$ cat src/rtl/imm_ext_defs.sv
// rtl/imm_ext_defs.sv - OP_SE extension mode encodings shared by imm_extend_pipe
//
// Purpose: the eight OP_SE codes; six real extension modes and two reserved
// codes that produce an error result instead of an immediate.
// Ports: none (package).
package imm_ext_defs;

    localparam int OP_SE_W = 3;

    typedef enum logic [OP_SE_W-1:0] {
        OP_SEXT_SHORT = 3'b000,  // sign-extend the short field
        OP_SEXT_FULL  = 3'b001,  // sign-extend the whole input
        OP_ZEXT_SHORT = 3'b010,  // zero-extend the short field
        OP_ZEXT_FULL  = 3'b011,  // zero-extend the whole input
        OP_BRANCH     = 3'b100,  // sign-extend whole input, then << 2
        OP_UPPER      = 3'b101,  // input in the top bits, low bits zero
        OP_RSVD6      = 3'b110,
        OP_RSVD7      = 3'b111
    } op_se_e;

    function automatic logic op_is_reserved(input op_se_e op);
        return (op == OP_RSVD6) || (op == OP_RSVD7);
    endfunction

endpackage

$ cat src/rtl/imm_ext_stage.sv
// rtl/imm_ext_stage.sv - one-entry valid/ready register slice
//
// Purpose: holds one data word; loads whenever it is empty or its content is
// being taken downstream in the same cycle, so it sustains one word per cycle.
// Ports:
//   clk, rst          clock, synchronous active-high reset
//   in_data_i/valid_i upstream word and its valid
//   in_ready_o        slice can take a word this cycle
//   out_data_o/valid_o registered word and valid (data is 0 when not valid)
//   out_ready_i       downstream takes the word this cycle
module imm_ext_stage #(
    parameter int W = 8
) (
    input  logic         clk,
    input  logic         rst,
    input  logic [W-1:0] in_data_i,
    input  logic         in_valid_i,
    output logic         in_ready_o,
    output logic [W-1:0] out_data_o,
    output logic         out_valid_o,
    input  logic         out_ready_i
);

    logic         valid_q, valid_d;
    logic [W-1:0] data_q,  data_d;

    // Ready depends only on own state and downstream ready, never on in_valid_i.
    assign in_ready_o  = !valid_q || out_ready_i;
    assign out_valid_o = valid_q;
    assign out_data_o  = data_q;

    always_comb begin
        valid_d = valid_q;
        data_d  = data_q;
        if (in_ready_o) begin
            valid_d = in_valid_i;
            // Clear the data when emptying so an idle slice presents zero.
            data_d  = in_valid_i ? in_data_i : '0;
        end
    end

    always_ff @(posedge clk) begin
        if (rst) begin
            valid_q <= 1'b0;
            data_q  <= '0;
        end else begin
            valid_q <= valid_d;
            data_q  <= data_d;
        end
    end

endmodule

$ cat src/rtl/imm_extend_pipe.sv
// rtl/imm_extend_pipe.sv - two-stage immediate extension pipeline
//
// Purpose: stage 1 registers {OP_SE, in}; the extension arithmetic sits between
// the stages; stage 2 registers {out_err, out}. Two cycles of latency, one
// result per cycle, valid/ready flow control on both sides.
// Ports:
//   clk, rst              clock, synchronous active-high reset
//   in, OP_SE, in_valid   raw immediate, extension mode, valid
//   in_ready              block accepts input this cycle (0 during rst)
//   out, out_err          extended immediate, reserved-mode flag (0 when idle)
//   out_valid, out_ready  output handshake
module imm_extend_pipe
    import imm_ext_defs::*;
#(
    parameter int IN_W    = 16,
    parameter int OUT_W   = 32,
    parameter int SHORT_W = 12
) (
    input  logic              clk,
    input  logic              rst,
    input  logic [IN_W-1:0]   in,
    input  logic [2:0]        OP_SE,
    input  logic              in_valid,
    output logic              in_ready,
    output logic [OUT_W-1:0]  out,
    output logic              out_err,
    output logic              out_valid,
    input  logic              out_ready
);

    localparam int S1_W = IN_W + OP_SE_W;
    localparam int S2_W = OUT_W + 1;

    logic             s1_in_ready;
    logic             s1_valid;
    logic [S1_W-1:0]  s1_data;
    logic             s2_in_ready;
    logic [S2_W-1:0]  s2_data;

    op_se_e           s1_op;
    logic [IN_W-1:0]  s1_imm;
    logic [OUT_W-1:0] sext_full;
    logic [OUT_W-1:0] ext_out;
    logic             ext_err;

    imm_ext_stage #(.W(S1_W)) u_stage1 (
        .clk         (clk),
        .rst         (rst),
        .in_data_i   ({OP_SE, in}),
        .in_valid_i  (in_valid),
        .in_ready_o  (s1_in_ready),
        .out_data_o  (s1_data),
        .out_valid_o (s1_valid),
        .out_ready_i (s2_in_ready)
    );

    // Nothing is accepted while reset is held.
    assign in_ready = s1_in_ready && !rst;

    assign s1_op  = op_se_e'(s1_data[S1_W-1:IN_W]);
    assign s1_imm = s1_data[IN_W-1:0];

    always_comb begin
        sext_full = {{(OUT_W-IN_W){s1_imm[IN_W-1]}}, s1_imm};
        ext_out   = '0;
        ext_err   = op_is_reserved(s1_op);
        case (s1_op)
            OP_SEXT_SHORT: ext_out = {{(OUT_W-SHORT_W){s1_imm[SHORT_W-1]}}, s1_imm[SHORT_W-1:0]};
            OP_SEXT_FULL:  ext_out = sext_full;
            OP_ZEXT_SHORT: ext_out = {{(OUT_W-SHORT_W){1'b0}}, s1_imm[SHORT_W-1:0]};
            OP_ZEXT_FULL:  ext_out = {{(OUT_W-IN_W){1'b0}}, s1_imm};
            // Bits shifted past the top are simply dropped.
            OP_BRANCH:     ext_out = sext_full << 2;
            OP_UPPER:      ext_out = {s1_imm, {(OUT_W-IN_W){1'b0}}};
            default:       ext_out = '0;
        endcase
    end

    imm_ext_stage #(.W(S2_W)) u_stage2 (
        .clk         (clk),
        .rst         (rst),
        .in_data_i   ({ext_err, ext_out}),
        .in_valid_i  (s1_valid),
        .in_ready_o  (s2_in_ready),
        .out_data_o  (s2_data),
        .out_valid_o (out_valid),
        .out_ready_i (out_ready)
    );

    assign out_err = s2_data[S2_W-1];
    assign out     = s2_data[OUT_W-1:0];

endmodule

$ cat config.mk
export PLATFORM = sky130hd
export DESIGN_NAME = imm_extend_pipe
export DESIGN_NICKNAME = d
export VERILOG_FILES = /design/src/rtl/imm_ext_defs.sv /design/src/rtl/imm_ext_stage.sv /design/src/rtl/imm_extend_pipe.sv
export SDC_FILE = /design/constraint.sdc
export NUM_CORES = 1
export LEC_CHECK = 0
export CAP_MARGIN = 25
export CORE_ASPECT_RATIO = 1.25
export CORE_MARGIN = 2
export CORE_UTILIZATION = 45
export CTS_CLUSTER_SIZE = 40
export DETAILED_ROUTE_END_ITERATION = 8
export GPL_TIMING_DRIVEN = 0
export PLACE_DENSITY = 0.7
export SLEW_MARGIN = 20
export SYNTH_ARGS = -nofsm -noshare
export SYNTH_HDL_FRONTEND = slang
export SYNTH_HIERARCHICAL = 1
export SYNTH_SLANG_ARGS = --single-unit
$ cat constraint.sdc
create_clock -name clk -period 4.1 [get_ports clk]
set_input_delay 0.82 -clock clk [delete_from_list [all_inputs] [get_ports clk]]
set_output_delay 0.82 -clock clk [all_outputs]
set_load 0.01 [all_outputs]
==> metrics list, run 1 <==
- Final hold viol count: 0
- Non-filler cells, final: 469
* Data arrival time of the critical path: 2.71 ns
* Maximum fanout along the worst path: 10
* Vias in the first global route: 2403
- The later pin in the worst-skew pair is clocked with a latency of 0.31 ns.
* Cell count after synthesis: 315
- Relative area change from synthesis to final layout: 24.51%
* Number of iterations in the first detailed-routing pass: 4
- Drc violations: 0
- Largest net degree at the start of global routing: 17
- Pins over their slew limit: 0
- In this run the power density over the cells is 270.3 nW/um2.
* Core area: 6934 um2
* Commonest cells in the netlist: dfxtp_1 (54), nand2_1 (52), a21oi_2 (48), nand3_2 (48), mux2i_1 (20)
- Number of ports placed on the die boundary: 58
* Wire length of the first global-routing pass: 11.36 mm
- Proportion of register bits with asynchronous set or reset after synthesis: 0%
- The startpoint identified for the worst hold timing path is u_stage2/out_data_o[15].
- The startpoint identified for the worst register-to-register timing path is u_stage1/out_data_o[15].
- Run status: finished clean
- Total Negative Setup Slacks: 0 ns
- The mapped netlist covers 3191 um2.
* Number of setup buffers added after CTS: 0
- VDD sags by at most 0.1345 mV.
- The critical path starts at out_ready.
- Ranked by total cell area, the synthesized netlist is headed by dfxtp_1 (34%), nand3_2 (15%), a21oi_2 (13%).
- In this run the tool buffered the top-level ports with 56 buffer cells.
* Critical path startpoint category: primary input
- Worst Hold Margin: 0.4623 ns
* Critical path required time: 3.28 ns
- In the finished design, the share of the clock period the worst path needs comes to 86.01%.
* Leakage power: 1.249 nW
* Min-delay worst type: reg2reg
- Unrepaired setup endpoints after global routing: no
* 1st-iter DRT viols: 52
* Cts repair resizes: 0
- H-tree lvl count: 2
* Die height: 98.14 um
- Share of synthesized area occupied by flip-flops and latches: 33.88%
* Vias after detailed routing: 2385
- The number of placed instances, taps included, is 461.
- Of all cell types, the one taking the most synthesized area is dfxtp_1.
- TritonCTS buffer count: 5
- Of the cells placed in the final design, the portion with a size suffix greater than 1 is 39.31%.
- After layout, the minimum clock period comes to 3.526 ns.
- The tree built by TritonCTS fans out to 54 sinks.
- At the end of routability-driven placement, the weighted congestion stood at 0.8323.
- Once the floorplan was initialized, standard cells occupied 46.01% of the core.
* Number of standard-cell rows in the floorplan: 34
- DPL Wire Length: 5.121 mm
- The worst pin sits at a relative slew slack of 69.22%.
* Number of warnings reported in the yosys synthesis log: 6
- TritonCTS built the clock tree.
- Number of enable-type register cells in the synthesized netlist: 0
* Cell variety after synth: 33
- Syn Area/Cell: 10.13 um2
* Critical path capture point type: primary output
* Global route overflow: 0
- Across the run, the number of max-cap violations was 0.
- Post-synthesis sequential element count: 54
- WS Path Type: in2out
- Setup violations remaining at the end of the flow were counted as 0.
- dfxtp_1 is the most common cell in the netlist.
* Mean routed wirelength per cell: 14.01 um
- Routed WL: 6.571 mm
- Maximum root-to-sink buffer count: 2
* Syn Nets: 338
* Clock root buffer: clkbuf_8
* Antenna Violating Nets Remaining: 0
* Number of antenna violations at the first check in global routing: 0
- For this design, the CTS-stage hold fixing added 0 buffers.
* Number of inserted diodes: 0
* Fraction of post-synthesis cell area in the top cell type by area: 33.88%
* Most used flip-flop cell after synthesis: dfxtp_1
- Area enclosed by the die boundary: 7784 um2
- Pin slew with the least headroom to its limit: 0.4616 ns
- Clock transition time at the flip-flop clock pins of the worst setup and hold paths: 0.09 ns
- Peak clock frequency supported by timing: 283.6 MHz
- The floorplan step set the die width to 79.32 um.
- Worst clock skew on the final layout: 0.007749 ns
- Via count normalized by instance count: 5.085
- Global routing usage summed across all routing layers: 17.97%
- In the final design database the tool counted 401 nets.
-- power by group --
part	switching, mW	internal (mW)	leakage, nW
Clock	0.169	0.180	0.0579
Combinational	0.0893	0.0858	0.752
Sequential	0.0131	0.537	0.439
-- final timing paths --
check / endpoint / slack [ns] / cells past startpoint
worst max-delay path: in_ready / 0.57 / 10
worst min-delay path: u_stage2/out_data_o[15] / 0.46 / 2
worst max register to register: u_stage2/out_data_o[31] / 2.51 / 6
worst min register to register: u_stage2/out_data_o[15] / 0.46 / 2
-- kinds of logic (layout without fill, tap and decap cells) --
| family | after synthesis | after routing | synth area share, % |
|---|---|---|---|
| AO/OA/AOI/OAI | 82 | 82 | 22.55 |
| flip-flops | 54 | 54 | 33.88 |
| XOR/XNOR | 1 | 1 | 0.2746 |
| multiplexers | 20 | 20 | 6.274 |
| buffers and inverters | 36 | 100 | 11.02 |
| AND/OR/NAND/NOR | 122 | 122 | 26.00 |
-- placed cells by master, fill, tap and decap left out --
cell type	Yosys	final
xnor2_1	1	1
o21ai_0	2	2
nand3_2	48	48
o22ai_1	6	6
buf_6	3	3
clkbuf_8	0	5
inv_4	1	1
a22o_1	10	10
buf_4	8	8
or2_1	1	1
clkinv_1	1	1
clkbuf_4	3	3
nand2b_1	3	3
nand3b_1	1	1
mux2i_1	20	20
o2bb2ai_2	2	2
buf_12	6	6
clkinv_2	0	2
o2bb2ai_1	1	1
and2_1	1	1
o22ai_2	8	8
buf_2	8	8
clkbuf_1	3	3
nand3_1	4	4
or3b_1	1	1
dfxtp_1	54	54
a21oi_2	48	48
nor2b_4	2	2
nor2b_1	4	4
a21oi_1	5	5
nand2_1	52	52
inv_12	1	1
bufinv_16	0	1
bufbuf_8	2	2
clkdlybuf4s50_1	0	56
nor2_1	4	4
nor3b_4	1	1
-- registers in the layout, indices dropped and copies added, names as in the netlist --
register	cells
u_stage1/out_valid_o	1
u_stage1/out_data_o	19
u_stage2/out_valid_o	1
u_stage2/out_data_o	33
-- routing by layer --
metal	vias up	track usage, %	share of wire, %
met5	-	0	0
met4	0	4.244	1.1
met3	7	2.865	4.1
met2	48	32.27	51
met1	1102	22.25	44
li1	1228	-	-
-- final cells by class --
class	instances	area, um2
well taps	90	112.6
inverters	3	26.28
fillers	640	2962
plain buffers	33	325.3
clock buffers	5	68.82
multi-input cells	225	1758
clock inverters	3	40.04
repair buffers	56	560.5
flip-flops and latches	54	1081
-- per-stage QoR --
step	setup slack, ns	power [mW]	util (%)	area [um2]
2_1_floorplan	1.562	0.6824	-	3191
3_3_place_gp	0.5622	0.7358	55.72	3864
3_5_place_dp	0.5533	0.7383	55.72	3864
4_1_cts	0.5554	1.088	57.29	3973
5_1_grt	0.5099	1.120	57.29	3973
6_report	0.5735	1.074	57.29	3973
-- worst max-delay path: stages --
cell and delay (ns):
clkdlybuf4s50_1 0.44, nor2b_4 0.12, buf_6 0.17, inv_12 0.06
buf_12 0.15, nor2b_4 0.15, inv_4 0.06, buf_12 0.14
nor2b_1 0.12, clkdlybuf4s50_1 0.47
Note: power is estimated with default switching activity, not from simulation.
==> inputs of run 2 (changes only) <==
Settings changed: CTS_BUF_LIST set to sky130_fd_sc_hd__clkbuf_4 sky130_fd_sc_hd__clkbuf_8 sky130_fd_sc_hd__clkbuf_16.
Clock period 4.1 ns to 4.26 ns, I/O delays scaled along.
==> results of run 2 <==
The final DEF is identical to that of run 1. Status: finished clean.
Main changes from that run: setup slack after placement 0.5533 ns -> 0.6493 ns; setup slack after layout 0.5735 ns -> 0.6695 ns; register-to-register setup slack 2.51 ns -> 2.67 ns; total power 1.074 mW -> 1.033 mW; worst IR drop on VDD 0.1345 mV -> 0.1294 mV
==> inputs of run 3 (changes only) <==
Clock period 4.26 ns to 3.7 ns, I/O delays scaled along.
==> results of run 3 <==
The final DEF is identical to that of run 1. Status: finished clean.
Main changes from that run: setup slack after placement 0.5533 ns -> 0.3133 ns; setup slack after layout 0.5735 ns -> 0.3335 ns; register-to-register setup slack 2.51 ns -> 2.11 ns; total power 1.074 mW -> 1.190 mW; worst IR drop on VDD 0.1345 mV -> 0.1490 mV
